--- src/rtl/mdu_seq_pkg.sv ---
// Shared definitions for the RV32M multiply/divide unit: MALU op codes,
// FSM state encoding and iteration count.
package mdu_seq_pkg;

   localparam int unsigned MDU_ITER = 32;

   localparam logic [3:0] MALU_MUL    = 4'b1000;
   localparam logic [3:0] MALU_MULH   = 4'b1001;
   localparam logic [3:0] MALU_MULHSU = 4'b1010;
   localparam logic [3:0] MALU_MULHU  = 4'b1011;
   localparam logic [3:0] MALU_DIV    = 4'b1100;
   localparam logic [3:0] MALU_DIVU   = 4'b1101;
   localparam logic [3:0] MALU_REM    = 4'b1110;
   localparam logic [3:0] MALU_REMU   = 4'b1111;

   typedef enum logic [1:0] {
      ST_IDLE = 2'b00,
      ST_CALC = 2'b01,
      ST_DONE = 2'b10
   } mdu_state_e;

   // Any code without bit 3 set is not an MALU op and runs as MUL.
   function automatic logic [3:0] malu_norm(input logic [3:0] op);
      return op[3] ? op : MALU_MUL;
   endfunction

endpackage

--- src/rtl/mdu_seq_iter_step.sv ---
// One iteration of the shared datapath: radix-2 shift-add multiply step
// or restoring-divide step, chosen by is_div_i.
module mdu_iter_step #(
   parameter int unsigned XLEN = 32
) (
   input  logic            is_div_i,
   input  logic [XLEN-1:0] hi_i,
   input  logic [XLEN-1:0] lo_i,
   input  logic [XLEN-1:0] opb_i,
   output logic [XLEN-1:0] hi_o,
   output logic [XLEN-1:0] lo_o
);

   logic [XLEN:0]   mul_sum;
   logic [XLEN:0]   div_shift;
   logic [XLEN-1:0] div_diff;
   logic            div_ge;

   always_comb begin
      // Multiply: {hi,lo} holds partial product with the multiplier in lo.
      mul_sum   = {1'b0, hi_i} + (lo_i[0] ? {1'b0, opb_i} : '0);
      // Divide: {hi,lo} holds partial remainder with the dividend in lo.
      div_shift = {hi_i, lo_i[XLEN-1]};
      div_ge    = (div_shift >= {1'b0, opb_i});
      div_diff  = XLEN'(div_shift - {1'b0, opb_i});

      if (is_div_i) begin
         hi_o = div_ge ? div_diff : div_shift[XLEN-1:0];
         lo_o = {lo_i[XLEN-2:0], div_ge};
      end else begin
         hi_o = mul_sum[XLEN:1];
         lo_o = {mul_sum[0], lo_i[XLEN-1:1]};
      end
   end

endmodule

--- src/rtl/mdu_seq.sv ---
// Multi-cycle RV32M multiply/divide unit with busy stall and done pulse.
// Optional MDU_FAST_MUL_EN: single-cycle combinational multiplies.
module mdu_seq
   import mdu_seq_pkg::*;
#(
   parameter int unsigned XLEN = 32,
   parameter int unsigned ITER = MDU_ITER
) (
   input  logic            clk_i,
   input  logic            rst_i,
   input  logic            start_i,
   input  logic [3:0]      op_i,
   input  logic [XLEN-1:0] rs1_i,
   input  logic [XLEN-1:0] rs2_i,
   input  logic            flush_i,
   output logic            busy_o,
   output logic            done_o,
   output logic [XLEN-1:0] result_o
);

   localparam int unsigned CW = $clog2(ITER + 1);
   localparam logic [XLEN-1:0] INT_MIN = {1'b1, {(XLEN-1){1'b0}}};

   mdu_state_e      state_q;
   logic [CW-1:0]   cnt_q;
   logic [3:0]      op_q;
   logic [XLEN-1:0] hi_q, lo_q, opb_q;
   logic            neg_q, neg_rem_q;
   logic            busy_q, done_q;
   logic [XLEN-1:0] result_q;

   logic [3:0]      op_n;
   logic            div_n, a_sgn, b_sgn, a_neg, b_neg;
   logic [XLEN-1:0] a_mag, b_mag;
   logic            sp_hit;
   logic [XLEN-1:0] sp_res;
   logic [XLEN-1:0] step_hi, step_lo;
   logic [2*XLEN-1:0] prod, prod_s;
   logic [XLEN-1:0] quo_s, rem_s;
   logic [XLEN-1:0] res_d;

   mdu_iter_step #(.XLEN(XLEN)) u_step (
      .is_div_i (op_q[2]),
      .hi_i     (hi_q),
      .lo_i     (lo_q),
      .opb_i    (opb_q),
      .hi_o     (step_hi),
      .lo_o     (step_lo)
   );

   always_comb begin
      op_n  = malu_norm(op_i);
      div_n = op_n[2];
      // Signed-A ops: MULH, MULHSU, DIV, REM. Signed-B ops: MULH, DIV, REM.
      a_sgn = (op_n == MALU_MULH) || (op_n == MALU_MULHSU) ||
              (op_n == MALU_DIV)  || (op_n == MALU_REM);
      b_sgn = (op_n == MALU_MULH) || (op_n == MALU_DIV) || (op_n == MALU_REM);
      a_neg = a_sgn & rs1_i[XLEN-1];
      b_neg = b_sgn & rs2_i[XLEN-1];
      a_mag = a_neg ? -rs1_i : rs1_i;
      b_mag = b_neg ? -rs2_i : rs2_i;

      sp_hit = 1'b0;
      sp_res = '0;
      if (div_n && (rs2_i == '0)) begin
         sp_hit = 1'b1;
         sp_res = op_n[1] ? rs1_i : '1;
      end else if (div_n && !op_n[0] && (rs1_i == INT_MIN) && (rs2_i == '1)) begin
         sp_hit = 1'b1;
         sp_res = op_n[1] ? '0 : INT_MIN;
      end

      prod   = {step_hi, step_lo};
      prod_s = neg_q ? -prod : prod;
      quo_s  = neg_q ? -step_lo : step_lo;
      rem_s  = neg_rem_q ? -step_hi : step_hi;
      if (op_q[2])
         res_d = op_q[1] ? rem_s : quo_s;
      else
         res_d = (op_q[1:0] == 2'b00) ? prod_s[XLEN-1:0] : prod_s[2*XLEN-1:XLEN];
   end

`ifdef MDU_FAST_MUL_EN
   logic signed [XLEN:0]   fa, fb;
   logic signed [2*XLEN-1:0] fprod;
   logic [XLEN-1:0]        fast_res;

   always_comb begin
      fa       = {a_neg, rs1_i};
      fb       = {b_neg, rs2_i};
      fprod    = (2*XLEN)'(fa * fb);
      fast_res = (op_n[1:0] == 2'b00) ? fprod[XLEN-1:0] : fprod[2*XLEN-1:XLEN];
   end
`endif

   always_ff @(posedge clk_i or posedge rst_i) begin
      if (rst_i) begin
         state_q   <= ST_IDLE;
         cnt_q     <= '0;
         op_q      <= '0;
         hi_q      <= '0;
         lo_q      <= '0;
         opb_q     <= '0;
         neg_q     <= 1'b0;
         neg_rem_q <= 1'b0;
         busy_q    <= 1'b0;
         done_q    <= 1'b0;
         result_q  <= '0;
      end else begin
         done_q <= 1'b0;
         if (flush_i) begin
            state_q <= ST_IDLE;
            busy_q  <= 1'b0;
         end else begin
            case (state_q)
               ST_IDLE: begin
                  if (start_i) begin
                     op_q      <= op_n;
                     neg_q     <= a_neg ^ b_neg;
                     neg_rem_q <= a_neg;
                     hi_q      <= '0;
                     lo_q      <= div_n ? a_mag : b_mag;
                     opb_q     <= div_n ? b_mag : a_mag;
                     busy_q    <= 1'b1;
                     if (sp_hit) begin
                        state_q  <= ST_DONE;
                        result_q <= sp_res;
                        done_q   <= 1'b1;
`ifdef MDU_FAST_MUL_EN
                     end else if (!div_n) begin
                        state_q  <= ST_DONE;
                        result_q <= fast_res;
                        done_q   <= 1'b1;
`endif
                     end else begin
                        state_q <= ST_CALC;
                        cnt_q   <= CW'(ITER);
                     end
                  end
               end
               ST_CALC: begin
                  hi_q  <= step_hi;
                  lo_q  <= step_lo;
                  cnt_q <= cnt_q - CW'(1);
                  // Final step's result is fixed up and registered on the same edge.
                  if (cnt_q == CW'(1)) begin
                     state_q  <= ST_DONE;
                     result_q <= res_d;
                     done_q   <= 1'b1;
                  end
               end
               ST_DONE: begin
                  state_q <= ST_IDLE;
                  busy_q  <= 1'b0;
               end
               default: begin
                  state_q <= ST_IDLE;
                  busy_q  <= 1'b0;
               end
            endcase
         end
      end
   end

   assign busy_o   = busy_q;
   assign done_o   = done_q;
   assign result_o = result_q;

endmodule

--- config.mk ---
export PLATFORM = sky130hd
export DESIGN_NAME = mdu_seq
export DESIGN_NICKNAME = d
export VERILOG_FILES = /design/src/rtl/mdu_seq_pkg.sv /design/src/rtl/mdu_seq_iter_step.sv /design/src/rtl/mdu_seq.sv
export SDC_FILE = /design/constraint.sdc
export NUM_CORES = 1
export LEC_CHECK = 0
export BUFFER_PORTS_ARGS = -buffer_cell sky130_fd_sc_hd__buf_4
export CORE_MARGIN = 1
export CORE_UTILIZATION = 50
export CTS_CLUSTER_SIZE = 30
export DETAILED_ROUTE_END_ITERATION = 8
export PLACE_DENSITY = 0.72
export SLEW_MARGIN = 20
export SYNTH_ARGS = -nofsm -noshare
export SYNTH_HDL_FRONTEND = slang
export SYNTH_SLANG_ARGS = --single-unit
--- constraint.sdc ---
create_clock -name clk_i -period 6.1 [get_ports clk_i]
set_clock_uncertainty 0.05 [all_clocks]
set_input_delay 1.22 -clock clk_i [delete_from_list [all_inputs] [get_ports clk_i]]
set_output_delay 1.22 -clock clk_i [all_outputs]
set_load 0.05 [all_outputs]
**Yosys cells after proc, flatten, opt, wreduce, memory -nomap -nowiden**

Index checks and enable logic that the tools add are counted.

- Reduce and logical (&&, ||, !) cells: 20
- Magnitude comparators: 1
- Muxes and demuxes: 45
- Equal/unequal tests: 15
- $add $sub $neg: 8
- Bitwise operators: 4

Operators with widths:

| cell | number |
|---|---|
| $mux 32 | 22 |
| $pmux 32 s2 | 3 |
| $neg 32->32 | 4 |
| $eq 32x32->1 const B | 2 |
| $mux 64 | 1 |
| $neg 64->64 | 1 |
| $add 32x32->33 | 1 |
| $ge 33x32->1 | 1 |
| $logic_not 32->1 | 1 |
| $sub 32x32->32 | 1 |
| $eq 4x4->1 const B | 4 |
| $mux 6 | 2 |
| $pmux 6 s2 | 1 |
| $ne 2x2->1 const B | 5 |
| $mux 1 | 8 |
| $mux 2 | 4 |
| $eq 6x1->1 const B | 1 |
| $ne 3x3->1 const B | 2 |
| $reduce_and 3->1 | 2 |
| $sub 6x1->6 const B | 1 |
| $logic_or 1x1->1 | 5 |
| $reduce_and 5->1 | 1 |
| $logic_and 1x1->1 | 4 |
| $logic_not 2->1 | 2 |
| 11 further kinds | 14 |

- Output and inout bits: 34
- Input bits: 72
- Register bits after elaboration: 143

**Longest topological paths before layout**

Gate-level depths: netlist (run 1).

- Word-level depth: 11
- Gate-level depth with buffers: 28
- Depth with buffers taken out: 22

**By module**

From an unflattened synthesis (run 1), not the netlist that was laid out.

- Cells, all modules: 2,140
- Area, all modules: 15,761.4 um^2

By module, submodules not included:

| module | times used | cells an instance | area an instance (um^2) |
|---|---|---|---|
| mdu_seq | 1 | 1,460 | 11,150.7 |
| mdu_iter_step | 1 | 680 | 4,610.7 |

**Worst setup path after synthesis (run 1)**

OpenSTA, ideal clock, no wires.

- Kind: flip-flop to flip-flop
- Start point: register hi_q[25]
- End point: register result_q[22] (netlist: result_o[22])
- Clock period less this slack: 5,393 ps
- Stages on the path, launching flop included: 27
- Data required time: 5,926 ps
- Path slack: 707 ps
- Buffers on the path: 5
- Arrival: 5,219 ps
- Cell sequence: dfrtp_1 ha_1 buf_2 a21oi_2 o21ai_2 a2111oi_4 o31ai_4 nor3_2 buf_6 buf_4 clkbuf_1 mux2_2 nand2_1 o21ai_0 inv_1 ha_1 nand2_1 o21ai_0 mux2_2 nand4b_1 clkbuf_1 nor4_1 a31oi_1 xnor2_1 a22oi_1 a21oi_1 a211o_1

- Cells in the longest elaborated chain, start to end: 9
- Elaborated cells between the ends (all ways): 15
- Classes of those cells: add/sub (3); order compare (1); mux (11)

RTL lines:

| what | line | text |
|---|---|---|
| start: declaration | mdu_seq.sv:27 | `logic [XLEN-1:0] hi_q, lo_q, opb_q;` |
| start signal: assignment | mdu_seq.sv:142 | `hi_q <= step_hi;` |
| $ge 33x32->1 * | mdu_seq_iter_step.sv:24 | `div_ge = (div_shift >= {1'b0, opb_i});` |
| $mux 32 | mdu_seq_iter_step.sv:28 | `hi_o = div_ge ? div_diff : div_shift[XLEN-1:0];` |
| $mux 32 | mdu_seq_iter_step.sv:27 | `if (is_div_i) begin` |
| $neg 64->64 / $neg 32->32 (equally long branches) | mdu_seq.sv:74, mdu_seq.sv:76 |  |
| $mux 64 / $mux 32 (equally long branches) | mdu_seq.sv:74, mdu_seq.sv:76 |  |
| $mux 32, on equally long branches | mdu_seq.sv:80, mdu_seq.sv:78 |  |
| $mux 32 * | mdu_seq.sv:77 | `if (op_q[2])` |
| $mux 32 * | mdu_seq.sv:146 | `if (cnt_q == CW'(1)) begin` |
| $pmux 32 s2 * | mdu_seq.sv:115 | `case (state_q)` |
| end signal: assignment | mdu_seq.sv:127 | `result_q <= sp_res;` |
| end signal: assignment | mdu_seq.sv:148 | `result_q <= res_d;` |
| end: declaration | mdu_seq.sv:30 | `logic [XLEN-1:0] result_q;` |

Mark *: on every way between the ends. The rest lies on a longest branch, timed or not. The select of a mux whose other input is x is not followed.
A chain may end at the register's enable or synchronous reset.

**Final worst setup path (run 1)**

- Start point: register hi_q[25]
- End point: register result_q[12] (netlist: result_o[12])

The elaborated chain is that of the path after synthesis.

==> out/metrics.yaml, run 1 <==
outcome: "complete, no violations"
rr_worst_depth: 21
post-route-util: 0.5641
fin_area_sq_mm: 0.01831
critical_path.slowest_cell: "a2111oi_4"
cts_tree: "done"
firstDrtPassIters: 6
syn_area_per_cell_sq_um: 7.193
ir_drop_uv: 247.7
insertion_delay_ns: 0.47
dieArea_sq_mm: 0.03370
nets: 2477
drt_wl_total_mm: 68.44
synth-edff-count: 0
crit_required_ns: 6.39
synth-main-ff-cell: "dfrtp_1"
grt_max_degree: 95
synth_cell_types: 101
hold_ws_ns: 0.4453
grt_pass1_wl_mm: 103.5
worstSetupEndpointType: "flip-flop"
startpoint_type: "flip-flop"
grt_pass1_vias: 16845
finalHoldViolations: 0
criticalPathCategory: "flip-flop to flip-flop"
grt.overflow.total: 0
cts.clk_slew.worst_paths_ns: 0.07
clkSinkCount: 143
crit_path_max_fanout: 11
synth.most_common_cell: "nand2_1"
synth_top_area_cell: "dfrtp_1"
rows: 66
ant_nets: 0
startpoint: "hi_q[25]$_DFFE_PP0P_"
yosys_warnings: 0
syn_inst: 2292
synth_top_area_frac: 0.2170
rsz0062_at_grt: "no"
clock-root-buffer: "clkbuf_16"
synth_area_sq_mm: 0.01649
postPlaceCellArea_sq_mm: 0.01773
fp.dieH_microns: 183.6
timing.rr.start: "hi_q[25]$_DFFE_PP0P_"
path_delay_family: "compound AO/OA/AOI/OAI gates"
ys_seq_area_frac: 0.2170
antenna_found_initial: 2
drv_slew: 0
crit_chain: "ha_1 > a21oi_2 > o21ai_2 > a2111oi_4 > o31ai_4 > nor3_4 > mux2_2 > nand2_1 > o21ai_0 > inv_1 > ha_1 > nand2_1 > o21ai_0 > mux2_2 > nand4b_1 > o21ai_0 > xor2_1 > o21ai_0 > a222oi_1 > o21ai_0 > mux2_2"
clockBufferDepth: 2
ioPinCount: 106
postCtsSetupBuffers: 0
worst-path-buf-inv: 1
reg2reg_to: "result_o[12]$_DFFE_PP0P_"
fp.dieW_microns: 183.6
max_stage_delay_ns: 0.58
fillers: 3187
yosys_register_bits: 143
power_mw: 8.472
maxCapViolCount: 0
numCtsBuffers: 17
yosys-top-cells-area: "dfrtp_1, o21ai_0, nand2_1"
arrival_ns: 6.11
fmax_ghz: 0.1719
crit_cells: 21
setup.worst_path.end: "result_o[12]$_DFFE_PP0P_"
powerDensity_mw_per_mm2: 462.7
gp_congestion: 1.046
hp-class: "flip-flop to flip-flop"
drtIter0Drc: 2112
synth_common_cells: "nand2_1, o21ai_0, nor2_1"
min_period_over_period: 0.9538
start_util: 0.5080
place_hpwl_mm: 53.29
synth_async_sr_flop_share: 1.000
setup_viol: 0
fin_crit_ns: 5.818
grt_util_all_layers: 0.4092
worst_slew_pin_slew_ns: 1.038
core_sq_mm: 0.03245
area_growth_pct: 11.04
slew_headroom: 0.3020
htree_levels: 4
diodes: 0
vias_per_cell: 6.547
cpMostUsedCell: "o21ai_0"
hold_buffers: 0
leakagePower_nw: 7.623
tns_ns: 0
via_count: 18247
synth.net_count: 2437
drive_gt1_frac: 0.1100
post_drt_wl_per_cell_microns: 24.56
drc: 0
ff2ff_setup_slack_ns: 0.28
cts_resized: 0
numPortBuffers: 105
sequential cells by signal, indices dropped and copies added, names as in the netlist:
signal,flops
lo_q,32
cnt_q,6
neg_q,1
hi_q,32
done_o,1
busy_o,1
neg_rem_q,1
opb_q,32
state_q,2
result_o,32
op_q,3
power breakdown:
part           switching, mW  leakage (nW)  internal (mW)
combinational           3.83          5.54           2.00
sequential             0.344          1.81           1.22
clock                  0.501         0.272          0.574
how the worst min path moves through the flow:
stage	start	slack, ns	end	cells after the start
after detailed placement	busy_o$_DFFE_PP0P_	0.43	busy_o$_DFFE_PP0P_	2
after global routing	cnt_q[5]$_DFFE_PP0P_	0.46	cnt_q[5]$_DFFE_PP0P_	1
after floorplan	cnt_q[5]$_DFFE_PP0P_	0.39	cnt_q[5]$_DFFE_PP0P_	1
final	cnt_q[5]$_DFFE_PP0P_	0.45	cnt_q[5]$_DFFE_PP0P_	1
after global placement	cnt_q[5]$_DFFE_PP0P_	0.42	cnt_q[5]$_DFFE_PP0P_	1
after CTS	cnt_q[5]$_DFFE_PP0P_	0.44	cnt_q[5]$_DFFE_PP0P_	1
worst register-to-register path, delay by kind of cell, from the launching register on:
| family | cells | cell delay (ns) |
|---|---|---|
| compound gates | 10 | 2.53 |
| xor+xnor | 1 | 0.18 |
| fa+ha+maj | 2 | 0.67 |
| buf+inv | 1 | 0.14 |
| flops | 1 | 0.42 |
| mux | 3 | 0.87 |
| simple gates | 4 | 0.83 |
through the flow:
| step | instances | setup slack, ns |
|---|---|---|
| 2_1_floorplan | 2292 | 0.7070 |
| 3_3_place_gp | 2755 | 0.5717 |
| 3_5_place_dp | 2755 | 0.4811 |
| 4_1_cts | 2787 | 0.4310 |
| 5_1_grt | 2787 | 0.01308 |
| 6_report | 2787 | 0.2816 |
cells in the final DEF, fill, tap and decap left out, types with 9 or more instances in the layout:
master	instances
a211oi_1	19
a21o_1	17
a21oi_1	183
a221oi_1	13
a22o_1	17
a22oi_1	9
a31oi_1	38
and2_1	45
and3_1	9
buf_4	165
clkbuf_16	17
dfrtp_1	142
ha_1	71
inv_1	81
inv_6	9
mux2i_1	48
nand2_1	294
nand2b_1	24
nand3_1	34
nand4_1	40
nor2_1	202
nor2b_1	13
nor3_1	53
nor4_1	25
o211ai_1	40
o21a_1	23
o21ai_0	264
o31ai_1	37
o41ai_1	11
or2_2	10
or3_1	26
or4_1	12
xnor2_1	79
xor2_1	91
cell type report:
class                      instances  area, sq um  area share
inverter                          86        327.8     0.01791
timing repair buffer             166         1259     0.06875
sequential                       143         3582      0.1957
tap                              442        553.0     0.03021
clock inverter                    14        142.6    0.007791
multi-input combinational       1918        12010      0.6562
clock buffer                      18        429.2     0.02344
routing by layer:
| layer | vias up | share of wire | global-route usage |
|---|---|---|---|
| met5 | - | 0 | 0 |
| met4 | 0 | 0.065 | 0.2523 |
| met3 | 190 | 0.083 | 0.06418 |
| met2 | 958 | 0.45 | 0.6408 |
| met1 | 8670 | 0.41 | 0.5284 |
| li1 | 8429 | - | - |
kinds of logic (layout without fill, tap and decap cells):
group,after synthesis,count (layout),synth area share
XOR/XNOR,170,170,0.09031
multiplexers,57,57,0.03529
buffers and inverters,231,284,0.05623
adder cells (fa/ha/maj),73,73,0.05631
flip-flops,143,143,0.2170
AO/OA/AOI/OAI,782,782,0.2994
AND/OR/NAND/NOR,836,836,0.2454
No activity file was read; power rests on OpenSTA's default activity.
==> inputs of run 2 (changes only) <==
Settings changed: CORE_ASPECT_RATIO from default to 1.75.
==> run 2 against run 1 <==
Cell count decreased by 1.5%. Global-route usage decreased by 2.7 points. Largest power group unchanged. Wire length decreased by 6.7%. Design area decreased by 0.16%. Sequential power about the same. Clock-buffer cell count increased by 3. Sequential share of layout area about the same. First-iteration DRC count decreased by 23%. Combinational power decreased by 3%. Flip-flop and latch count unchanged.
==> out/metrics.yaml, run 2 (synthesis results as in run 1) <==
grt.overflow.total: 0  # unchanged
cts_resized: 0  # unchanged
clkSinkCount: 143  # unchanged
cts.clk_slew.worst_paths_ns: 0.07  # about the same
core_sq_mm: 0.03233  # was 0.03245 sq mm
grt_util_all_layers: 0.3824  # was 0.4092
max_stage_delay_ns: 0.63  # was 0.58 ns
ir_drop_uv: 236.4  # was 247.7 uV
drt_wl_total_mm: 63.84  # was 68.44 mm
place_hpwl_mm: 49.76  # was 53.29 mm
postCtsSetupBuffers: 0  # unchanged
pwr-share-seq: 0.188  # was 0.185
swShare: 0.5350  # was 0.5523
clockBufferDepth: 2  # unchanged
via_count: 17863  # was 18247
maxCapViolCount: 0  # unchanged
hold_buffers: 0  # unchanged
ff2ff_setup_slack_ns: 0.27  # was 0.28 ns
drtIter0Drc: 1626  # was 2112
slew_headroom: 0.2406  # was 0.3020
crit_chain: "ha_1 > a21oi_2 > o21ai_2 > a2111oi_4 > o31ai_4 > nor3_4 > mux2_2 > nand2_1 > o21ai_0 > inv_1 > ha_1 > nand2_1 > o21ai_0 > mux2_2 > nand4b_1 > buf_4 > nor4_1 > nand4_1 > o21ai_0 > xnor2_1 > o221a_2 > o221ai_1"  # was ha_1 > a21oi_2 > o21ai_2 > a2111oi_4 > o31ai_4 > nor3_4 > mux2_2 > nand2_1 > o21ai_0 > inv_1 > ha_1 > nand2_1 > o21ai_0 > mux2_2 > nand4b_1 > o21ai_0 > xor2_1 > o21ai_0 > a222oi_1 > o21ai_0 > mux2_2
ant_nets: 0  # unchanged
post_drt_wl_per_cell_microns: 23.27  # was 24.56 microns
area_growth_pct: 10.86  # was 11.04%
insertion_delay_ns: 0.45  # was 0.47 ns
drive_gt1_frac: 0.1101  # was 0.1100
multi_input_area_sq_mm: 0.01201  # about the same
outcome: "complete, no violations"  # unchanged
reg2reg_to: "result_o[28]$_DFFE_PP0P_"  # was result_o[12]$_DFFE_PP0P_
clock-root-buffer: "clkbuf_16"  # unchanged
hold_depth: 2  # was 1
critical_path.slowest_cell: "a2111oi_4"  # unchanged
grt_pass1_wl_mm: 99.21  # was 103.5 mm
crit_path_max_fanout: 11  # unchanged
worstSetupEndpointType: "flip-flop"  # unchanged
crit_required_ns: 6.41  # was 6.39 ns
drc: 0  # unchanged
dieArea_sq_mm: 0.03373  # was 0.03370 sq mm
leakagePower_nw: 7.624  # was 7.623 nW
worst_slew_pin_slew_ns: 1.139  # was 1.038 ns
powerDensity_mw_per_mm2: 456.2  # was 462.7 mW/mm^2
fp.dieW_microns: 139.3  # was 183.6 microns
antenna_found_initial: 4  # was 2
worst-path-buf-inv: 2  # was 1
drv_slew: 0  # unchanged
layout_common_cells: "nand2_1, o21ai_0, nor2_1"  # unchanged
hold_ws_ns: 0.4219  # was 0.4453 ns
start_util: 0.5100  # was 0.5080
path_delay_family: "compound AO/OA/AOI/OAI gates"  # unchanged
seq_area_sq_mm: 0.003583  # was 0.003582 sq mm
fin_crit_ns: 5.831  # was 5.818 ns
finalHoldViolations: 0  # unchanged
net-switching-power_mw: 4.460  # was 4.679 mW
gp_congestion: 1.016  # was 1.046
rsz0062_at_grt: "no"  # unchanged
vias_per_cell: 6.510  # was 6.547
hp-start: "result_o[8]$_DFFE_PP0P_"  # was cnt_q[5]$_DFFE_PP0P_
grt_max_degree: 87  # was 95
cts_tree: "done"  # unchanged
min_period_over_period: 0.9558  # was 0.9538
htree_levels: 4  # unchanged
fmax_ghz: 0.1715  # was 0.1719 GHz
setup_viol: 0  # unchanged
p_int_mw: 3.877  # was 3.793 mW
fillers: 3135  # was 3187
diodes: 0  # unchanged
clock_power_share: 0.135  # was 0.127
tns_ns: 0  # unchanged
hold_end: "result_o[8]$_DFFE_PP0P_"  # was cnt_q[5]$_DFFE_PP0P_
nets: 2476  # was 2477
numCtsBuffers: 17  # unchanged
firstDrtPassIters: 6  # unchanged
grt_pass1_vias: 17456  # was 16845
hp-class: "flip-flop to flip-flop"  # unchanged
cpMostUsedCell: "o21ai_0"  # unchanged
arrival_ns: 6.14  # was 6.11 ns
timing.rr.start: "hi_q[25]$_DFFE_PP0P_"  # unchanged
startpoint_type: "flip-flop"  # unchanged
layout_commonest_cell: "nand2_1"  # unchanged
criticalPathCategory: "flip-flop to flip-flop"  # unchanged
rows: 87  # was 66
rr_worst_depth: 22  # was 21
fp.dieH_microns: 242.2  # was 183.6 microns
ioPinCount: 106  # unchanged
numPortBuffers: 105  # unchanged
p_comb_frac: 0.677  # was 0.688
[run 2: cell types whose count changed in the layout (fill, tap and decap cells not counted), sizes merged]
cell      delta
clkinvlp     +2
clkinv       -1
bufinv       +2
inv          -6
buf          -1
clkbuf       +3
[run 2: worst max-delay path by stage]
stage / start / to / cells past startpoint
floorplan: hi_q[25]$_DFFE_PP0P_ / result_o[22]$_DFFE_PP0P_ / 26
global placement: hi_q[25]$_DFFE_PP0P_ / result_o[30]$_DFFE_PP0P_ / 22
detailed placement: hi_q[25]$_DFFE_PP0P_ / result_o[28]$_DFFE_PP0P_ / 22
CTS: hi_q[25]$_DFFE_PP0P_ / result_o[28]$_DFFE_PP0P_ / 22
global route: hi_q[25]$_DFFE_PP0P_ / result_o[28]$_DFFE_PP0P_ / 22
finish: hi_q[25]$_DFFE_PP0P_ / result_o[28]$_DFFE_PP0P_ / 22
[run 2: per-stage QoR]
stage	cell area, sq um	setup WS (ns)	util	power [mW]	instances
6_report	18280	0.2694	0.5653	8.338	2744
5_1_grt	18280	0.08341	0.5653	8.857	2744
4_1_cts	18280	0.3963	0.5653	8.211	2744
3_5_place_dp	17660	0.4428	0.5463	7.053	2712
3_3_place_gp	17660	0.4750	0.5463	6.995	2712
2_1_floorplan	16490	0.7070	-	5.409	2292
[run 2: worst register-to-register path: cells and delay by family, from the launching register on]
| kind | cells | cell delay (ns) |
|---|---|---|
| AOI/OAI and AO/OA | 9 | 2.19 |
| and+or+nand+nor | 6 | 1.41 |
| adders and majority gates | 2 | 0.66 |
| muxes | 2 | 0.57 |
| DFF | 1 | 0.41 |
| buffers and inverters | 2 | 0.34 |
| xor gates and xnor gates | 1 | 0.10 |
[run 2: power by group through the flow]
stage	Sequential (mW)	Combinational (mW)	Clock, mW
floorplan	1.73	3.68	0
global placement	1.55	5.44	0
detailed placement	1.56	5.49	0
CTS	1.55	5.53	1.13
global route	1.60	6.10	1.16
finish	1.56	5.65	1.12
[run 2: layout make-up]
cell class	count	area share
multi-input cells	1918	0.6572
flip-flops and latches	143	0.1961
repair buffers	165	0.06777
well taps	400	0.02738
clock buffers	21	0.02519
inverters	86	0.01794
clock inverters	11	0.008420
[run 2: metal layers]
layer,share of wire,wire (microns),vias to the layer above,GRT usage
met4,0.069,4400,2,0.2480
li1,-,-,8413,-
met5,0.00020,13,-,0
met3,0.057,3640,220,0.04981
met2,0.50,31780,782,0.6751
met1,0.38,24010,8446,0.4291
